**src/rtl/clock_set_ctrl.sv**
```systemverilog
// clock_set_ctrl: time-of-day controller with a run mode and a button-driven set mode.
// Holds hour/minute/second as binary registers and publishes them as packed BCD.
// Optional feature macro: CLOCK_SET_TIMEOUT_EN. When it is defined, a set state
// that sees TIMEOUT_S seconds without a button press falls back to run mode.
module clock_set_ctrl #(
  parameter int TIMEOUT_S = 10
) (
  input  logic        clk,
  input  logic        rst_n,
  input  logic        tick_1hz,
  input  logic        btn_mode,
  input  logic        btn_inc,
  input  logic        btn_dec,
  output logic [31:0] hms_hex,
  output logic [1:0]  edit_field,
  output logic        running
);

  typedef enum logic [1:0] {
    RUN   = 2'd0,
    SET_H = 2'd1,
    SET_M = 2'd2,
    SET_S = 2'd3
  } state_t;

  state_t     state, state_n;
  logic [4:0] hour, hour_n;
  logic [5:0] minute, minute_n;
  logic [5:0] second, second_n;
  logic       adj_up, adj_down;

`ifdef CLOCK_SET_TIMEOUT_EN
  localparam logic [7:0] TIMEOUT_LIM = 8'(TIMEOUT_S);
  logic [7:0] idle_cnt, idle_cnt_n;
`endif

  // Binary 0..59 to two BCD digits, tens in the upper nibble.
  function automatic logic [7:0] to_bcd(input logic [5:0] v);
    logic [5:0] tens;
    logic [5:0] units;
    tens  = v / 6'd10;
    units = v - tens * 6'd10;
    return {tens[3:0], units[3:0]};
  endfunction

  // Exactly one of inc/dec is an edit; both together cancel out.
  assign adj_up   = btn_inc & ~btn_dec;
  assign adj_down = btn_dec & ~btn_inc;

  // Next-state and next-time logic: counting in RUN, single-field edits in SET_x.
  always_comb begin
    state_n  = state;
    hour_n   = hour;
    minute_n = minute;
    second_n = second;
    case (state)
      RUN: begin
        if (tick_1hz) begin
          if (second == 6'd59) begin
            second_n = 6'd0;
            if (minute == 6'd59) begin
              minute_n = 6'd0;
              hour_n   = (hour == 5'd23) ? 5'd0 : hour + 5'd1;
            end else begin
              minute_n = minute + 6'd1;
            end
          end else begin
            second_n = second + 6'd1;
          end
        end
        if (btn_mode) state_n = SET_H;
      end
      SET_H: begin
        if (btn_mode) state_n = SET_M;
        else if (adj_up) hour_n = (hour == 5'd23) ? 5'd0 : hour + 5'd1;
        else if (adj_down) hour_n = (hour == 5'd0) ? 5'd23 : hour - 5'd1;
      end
      SET_M: begin
        if (btn_mode) state_n = SET_S;
        else if (adj_up) minute_n = (minute == 6'd59) ? 6'd0 : minute + 6'd1;
        else if (adj_down) minute_n = (minute == 6'd0) ? 6'd59 : minute - 6'd1;
      end
      default: begin
        if (btn_mode) state_n = RUN;
        else if (adj_up) second_n = (second == 6'd59) ? 6'd0 : second + 6'd1;
        else if (adj_down) second_n = (second == 6'd0) ? 6'd59 : second - 6'd1;
      end
    endcase
`ifdef CLOCK_SET_TIMEOUT_EN
    // Counter holds the number of idle ticks seen so far; the tick that would
    // bring it to TIMEOUT_S ends the edit. Staying at zero in RUN gives a clean
    // start on entry to SET_H, and every button press restarts the wait.
    idle_cnt_n = idle_cnt;
    if (state == RUN) begin
      idle_cnt_n = 8'd0;
    end else if (btn_mode | btn_inc | btn_dec) begin
      idle_cnt_n = 8'd0;
    end else if (tick_1hz) begin
      if (idle_cnt + 8'd1 == TIMEOUT_LIM) begin
        state_n    = RUN;
        idle_cnt_n = 8'd0;
      end else begin
        idle_cnt_n = idle_cnt + 8'd1;
      end
    end
`endif
  end

  // State, time and decoded-state registers.
  always_ff @(posedge clk or negedge rst_n) begin
    if (!rst_n) begin
      state      <= RUN;
      hour       <= 5'd0;
      minute     <= 6'd0;
      second     <= 6'd0;
      edit_field <= 2'd0;
      running    <= 1'b1;
    end else begin
      state      <= state_n;
      hour       <= hour_n;
      minute     <= minute_n;
      second     <= second_n;
      edit_field <= state_n;
      running    <= (state_n == RUN);
    end
  end

`ifdef CLOCK_SET_TIMEOUT_EN
  // Inactivity counter register.
  always_ff @(posedge clk or negedge rst_n) begin
    if (!rst_n) idle_cnt <= 8'd0;
    else        idle_cnt <= idle_cnt_n;
  end
`endif

  // Display word lags the time registers by one clock.
  always_ff @(posedge clk or negedge rst_n) begin
    if (!rst_n) hms_hex <= 32'h0000_0000;
    else        hms_hex <= {8'h00, to_bcd({1'b0, hour}), to_bcd(minute), to_bcd(second)};
  end

endmodule

```
**config.mk**
```make
export PLATFORM = sky130hd
export DESIGN_NAME = clock_set_ctrl
export DESIGN_NICKNAME = d
export VERILOG_FILES = /design/src/rtl/clock_set_ctrl.sv
export SDC_FILE = /design/constraint.sdc
export NUM_CORES = 1
export LEC_CHECK = 0
export BUFFER_PORTS_ARGS = -buffer_cell sky130_fd_sc_hd__buf_4
export CAP_MARGIN = 10
export CORE_AREA = 10 10 88 90
export CTS_CLUSTER_DIAMETER = 60
export DETAILED_ROUTE_END_ITERATION = 8
export DIE_AREA = 0 0 98 100
export PLACE_DENSITY = 0.69
export SYNTH_ARGS = -nofsm -noshare
export SYNTH_HDL_FRONTEND = slang
export SYNTH_SLANG_ARGS = --single-unit
```
**constraint.sdc**
```tcl
create_clock -name clk -period 3.4 [get_ports clk]
set_clock_uncertainty 0.15 [all_clocks]
set_input_delay 0.68 -clock clk [delete_from_list [all_inputs] [get_ports clk]]
set_output_delay 0.68 -clock clk [all_outputs]
set_load 0.1 [all_outputs]
```
==> qor.yml, run 1 <==
run_status:
  outcome: "complete, no violations"
global_route:
  grt_start_max_net_pins: 41
  wire_length_of_the_first_global_routing_pass_um: 10800
  antenna_violations_before_repair: 0
  globalRouteMet3Util: 0.0316
  grt.overflow.total: 0
  grt_util_all_layers: 0.128
  grt_util_met2: 0.223
  globalRoute.busiestLayer: "met2"
  grt_pass1_vias: 2322
  globalRouteMet1Util: 0.152
critical_path:
  critical_path_arrival_ps: 3230
  worst_path_largest_cell_delay_ps: 450
  setup.worst_path.class: "register to register"
  worst_setup_path_start_kind: "register"
  timing.reg2reg.worst_path_depth: 13
  worstPathCellList: "inv_1, ha_1, a211oi_4, nor2b_1, inv_1, ha_1, nor3b_1, a2111oi_4, nand2b_1, ha_1, inv_1, fa_1, xnor2_1"
  crit_path_max_fanout: 6
  cp.required_ps: 3480
  cpMaxStageDelayCell: "sky130_fd_sc_hd__dfrtp_1"
  worst_setup_ep_type: "register"
logic_synthesis:
  synth_top_cells_by_count: "39 x sky130_fd_sc_hd__dfrtp_1, 30 x sky130_fd_sc_hd__nand2_1, 27 x sky130_fd_sc_hd__ha_1"
  most_used_standard_cell_by_instance_count_after_synthesis: "sky130_fd_sc_hd__dfrtp_1"
  synth_compound_area_frac: 0.211
  ys.flop_type: "sky130_fd_sc_hd__dfrtp_1"
  synth_top_family_by_area: "compound AO/OA/AOI/OAI gates"
  synth.area.mux_share: 0.00732
  synth.top_cell.area_share: 0.336
  synth_area_per_cell_sq_um: 8.97
  synthCells: 324
  synth-adder-area-share: 0.137
  synth-simple-area-share: 0.183
  synth-warning-count: 0
  yosysUniqueCellTypes: 59
  register_bit_count_reported_by_yosys: 40
  asyncSetResetFlopFracSynth: 1.00
  synthTopCellsByArea: "sky130_fd_sc_hd__dfrtp_1 34%, sky130_fd_sc_hd__ha_1 12%, sky130_fd_sc_hd__o21ai_0 4.5%"
  portion_of_the_post_synthesis_area_used_by_sequential_elements: 0.345
  synth_enable_flop_cells: 0
  synthXorXnorAreaFrac: 0.0271
  mappedNetlistArea_sq_um: 2910
  post-synth-top-area-cell: "sky130_fd_sc_hd__dfrtp_1"
floorplan:
  placeable_area_sq_um: 6130
  fp.dieArea_sq_um: 9800
  chipHeight_um: 100
  initial_core_util: 0.474
  fp-row-count: 29
  die_width_um: 98
  ioPinCount: 41
routing:
  drcViolationCount: 0
  drt_first_pass_iters: 4
  drt-wirelength-per-cell_um: 14.5
  ant_nets: 0
  finalWirelength_um: 6210
  route.detailed.vias_per_inst: 5.47
  drt_iter0_drc: 110
  routed-via-count: 2347
clock_tree:
  cts_tree: "yes"
  clock_tree.buffer_depth: 2
  h-tree-depth: 2
  worst_setup_hold_path_clk_slew_ps: 90
  clock-sinks: 40
  cts-buffers-inserted: 5
  clkLatencyLatePin_ps: 300
  root_buffer: "sky130_fd_sc_hd__clkbuf_8"
  ctsHoldBuffers: 0
timing:
  fmaxAchievable_mhz: 317
  fin_tns_setup_ps: 0
  slew_violations: 0
  max-slew-margin-rel: 0.641
  worst-slew-pin-transition_ps: 533
  timing.final.crit_share: 0.928
  setup_violations: 0
  grt_setup_unrepaired: "no"
  min_period_ps: 3160
  final-hold-violation-count: 0
final_layout:
  antennaDiodeCount: 0
  layout-area-overhead-vs-synth_pct: 12.1
  final_util: 0.532
  post_route_cells_drive_above_1_share: 0.162
  layout.nets: 387
hold_path:
  worst_hold_path_type: "input port to async pin"
placement:
  place.port_buffers: 28
  gp_routability_congestion: 0.913
  detailedPlacementHpwl_um: 4510
run:
  max_cap_check_violation_count: 0
==> timing repair <==
| action | CTS | global route |
|---|---|---|
| resized for setup | 0 | 1 |
| endpoints found under the setup margin | 0 | 1 |
| setup buffers | 0 | 0 |
| endpoints found under the hold margin | 0 | 0 |
==> sequential cells by signal, summed over array words and instances, names as in the netlist <==
register / count
hms_hex: 20
minute: 6
second: 6
hour: 5
state: 2
running: 1
==> kinds of logic after synthesis <==
group,count (synthesis)
compound gates,89
xor+xnor,9
fa+ha+maj,30
buf+inv,49
flops,40
mux,2
other cells,1
simple gates,104
==> critical path, delay by kind of cell, from the launching register on <==
kind,cells,cell delay (ps)
fa+ha+maj,4,980
flops,1,450
compound gates,2,610
buf+inv,3,280
xor+xnor,1,180
simple gates,3,420
==> worst paths after layout <==
kind	from	end	slack (ps)
max	hour[1]	hms_hex[19]	240
min	rst_n	state[1]	200
max reg2reg	hour[1]	hms_hex[19]	240
min reg2reg	hour[0]	hms_hex[16]	340
max in group asynchronous	rst_n	running	2550
min in group clk	hour[0]	hms_hex[16]	340
==> layout by cell type (no fill, tap or decap), types with 5 or more instances in the layout <==
master                     Yosys  final
sky130_fd_sc_hd__dfrtp_1      39     39
sky130_fd_sc_hd__buf_4        14     35
sky130_fd_sc_hd__nand2_1      30     30
sky130_fd_sc_hd__ha_1         27     27
sky130_fd_sc_hd__o21ai_0      26     26
sky130_fd_sc_hd__nor2_1       25     25
sky130_fd_sc_hd__inv_1        23     23
sky130_fd_sc_hd__a21oi_1      22     22
sky130_fd_sc_hd__nand3_1      14     14
sky130_fd_sc_hd__conb_1        1     12
sky130_fd_sc_hd__nand2b_1      8      8
sky130_fd_sc_hd__xnor2_1       8      8
sky130_fd_sc_hd__clkbuf_8      0      5
==> metrics by stage <==
stage               area [sq um]  cells  worst slack, ps  hold slack, ps
detailed placement          3140    421              218             309
floorplan                   2950    335              399             234
global placement            3140    421              331             301
CTS                         3250    429              187             217
global route                3260    429             4.33             233
finish                      3260    429              245             198
==> layer usage <==
| metal | wire length (um) | share of wire |
|---|---|---|
| met2 | 3090 | 0.50 |
| met4 | 40 | 0.0064 |
| met5 | 0 | 0 |
| met3 | 352 | 0.057 |
| met1 | 2720 | 0.44 |
==> final cells by class <==
class / instances / area (sq um)
fill: 587 / 2870
inverter: 23 / 86.3
clock inverter: 3 / 46.3
clock buffer: 5 / 68.8
multi-input combinational: 246 / 1700
tap: 77 / 96.3
timing repair buffer: 35 / 263
sequential: 40 / 1000
Power of run 1 is not shown: default switching activity piles up to over one toggle a cycle in this logic, so the estimate is an artifact.
==> run 2, diff against run 1 <==
CELL_PAD_IN_SITES_DETAIL_PLACEMENT = 1   (was not set)
CELL_PAD_IN_SITES_GLOBAL_PLACEMENT = 2   (was not set)
CORE_AREA = 10 10 103 105   (was 10 10 88 90)
DIE_AREA = 0 0 113 115   (was 0 0 98 100)
PLACE_DENSITY = 0.77   (was 0.69)
==> run 2 against run 1 <==
Wire length is 18% higher. Count of clock-buffer cells in the layout did not move. Flip-flop and latch count stayed put.
==> qor.yml, run 2 (synthesized netlist as in run 1, its figures left out) <==
timing:
  fin_tns_setup_ps: 0  # unchanged
  timing.final.crit_share: 0.930  # +0.00186
  setup_violations: 0  # unchanged
  slew_violations: 0  # unchanged
  min_period_ps: 3160  # +6.33 ps
  fmaxAchievable_mhz: 316  # -0.20%
  worst-slew-pin-transition_ps: 577  # +43.5 ps
  final-hold-violation-count: 0  # unchanged
  max-slew-margin-rel: 0.614  # -0.0272
  grt_setup_unrepaired: "no"
global_route:
  wire_length_of_the_first_global_routing_pass_um: 12400  # +15%
  grt_util_all_layers: 0.114  # -0.0148
  grt.overflow.total: 0  # unchanged
  grt_start_max_net_pins: 41  # unchanged
  grt_pass1_vias: 2514  # +8.3%
  antenna_violations_before_repair: 0  # unchanged
run_status:
  outcome: "complete, no violations"
hold_path:
  worst_hold_path_type: "input port to async pin"
final_layout:
  layout-area-overhead-vs-synth_pct: 13.0
  layout.nets: 389  # +0.52%
  most-common-layout-cells: "39 x sky130_fd_sc_hd__dfrtp_1, 37 x sky130_fd_sc_hd__buf_4, 30 x sky130_fd_sc_hd__nand2_1"
  post_route_cells_drive_above_1_share: 0.167  # +0.00473
  antennaDiodeCount: 0  # unchanged
  largestRegisters: "hms_hex: 20 flops, minute: 6 flops, second: 6 flops"
  most_common_cell_after_layout_fill_and_taps_aside: "sky130_fd_sc_hd__dfrtp_1"
  largest_register_by_flop_count: "hms_hex"
  number_of_flip_flops_under_the_largest_register_name: 20  # unchanged
critical_path:
  r2r_setup_slk_ps: 240  # about the same
  cp.required_ps: 3430  # -50 ps
  crit_path_max_fanout: 6  # unchanged
  worst_setup_path_start_kind: "register"
  worst_path_largest_cell_delay_ps: 440  # about the same
  critical_path_arrival_ps: 3190  # -40 ps
  cpMaxStageDelayCell: "sky130_fd_sc_hd__dfrtp_1"
  worstPathCellList: "inv_1, ha_1, a211oi_4, nor2b_1, inv_1, ha_1, nor3b_1, a2111oi_4, nand2b_1, ha_1, inv_1, fa_1, xnor2_1"
  setup.worst_path.class: "register to register"
  worst_setup_ep_type: "register"
floorplan:
  placeable_area_sq_um: 8550  # +39%
  fp.dieArea_sq_um: 13000  # +33%
  fp-row-count: 34  # +17%
  ioPinCount: 41  # unchanged
  initial_core_util: 0.340  # -0.134
  die_width_um: 113  # +15%
  chipHeight_um: 115  # +15%
clock_tree:
  root_buffer: "sky130_fd_sc_hd__clkbuf_8"
  cts_tree: "yes"
  clkLatencyLatePin_ps: 290  # about the same
  clock-sinks: 40  # unchanged
  post_cts_buffers: 0  # unchanged
  clock_tree.buffer_depth: 2  # unchanged
  cts-buffers-inserted: 5  # unchanged
  worst_setup_hold_path_clk_slew_ps: 90  # about the same
  h-tree-depth: 2  # unchanged
routing:
  drt-wirelength-per-cell_um: 15.8  # +9.5%
  drt_first_pass_iters: 4  # unchanged
  ant_nets: 0  # unchanged
  drt_iter0_drc: 115  # +4.5%
  routed-via-count: 2352  # +0.21%
  drcViolationCount: 0  # unchanged
  finalWirelength_um: 7320  # +18%
  route.detailed.vias_per_inst: 5.09  # -6.9%
placement:
  gp_routability_congestion: 0.782  # -14%
  detailedPlacementHpwl_um: 5550  # +23%
  place.port_buffers: 28  # unchanged
run:
  max_cap_check_violation_count: 0  # unchanged
[run 2: through the flow]
step                hold slack, ps  area [sq um]   util  setup WS [ps]  instances
floorplan                      234          2950      -            399        335
global placement               300          3190  0.373            297        454
detailed placement             316          3190  0.373            186        454
CTS                            237          3280  0.383            173        462
global route                   252          3290  0.384           12.2        462
finish                         222          3290  0.384            238        462
[run 2: path summary, 6_finish.rpt]
kind | from | endpoint | cells past startpoint
max | hour[1] | hms_hex[19] | 13
min | rst_n | second[1] | 1
max reg2reg | hour[1] | hms_hex[19] | 13
min reg2reg | hour[0] | hms_hex[16] | 0
max in group asynchronous | rst_n | running | 1
min in group clk | hour[0] | hms_hex[16] | 0
[run 2: per-layer routing]
layer / wire [um] / global-route usage
met5: 0 / 0
met4: 90 / 0.0355
met3: 236 / 0.0203
met2: 3590 / 0.195
met1: 3400 / 0.141
[run 2: repair_timing]
action                                  CTS  global route
hold buffers                              0             0
gates resized for setup                   0             1
endpoints found under the hold margin     0             0
endpoints found under the setup margin    0             1
[run 2: area by class of cell]
type                            count  area, sq um
Clock inverter                      3         18.8
Tap cell                          108          135
Multi-Input combinational cell    246         1700
Clock buffer                        5         68.8
Timing Repair Buffer               37          278
Sequential cell                    40         1000
Fill cell                        1022         5270
Inverter                           23         86.3
[run 2: critical path, delay by kind of cell (launching register included)]
| kind | cells | cell delay (ps) |
|---|---|---|
| flip-flops | 1 | 440 |
| buffers and inverters | 3 | 280 |
| XOR/XNOR | 1 | 130 |
| AND/OR/NAND/NOR | 3 | 450 |
| adder cells (fa/ha/maj) | 4 | 1000 |
| AO/OA/AOI/OAI | 2 | 610 |
Power of run 2 is left out for the same reason.
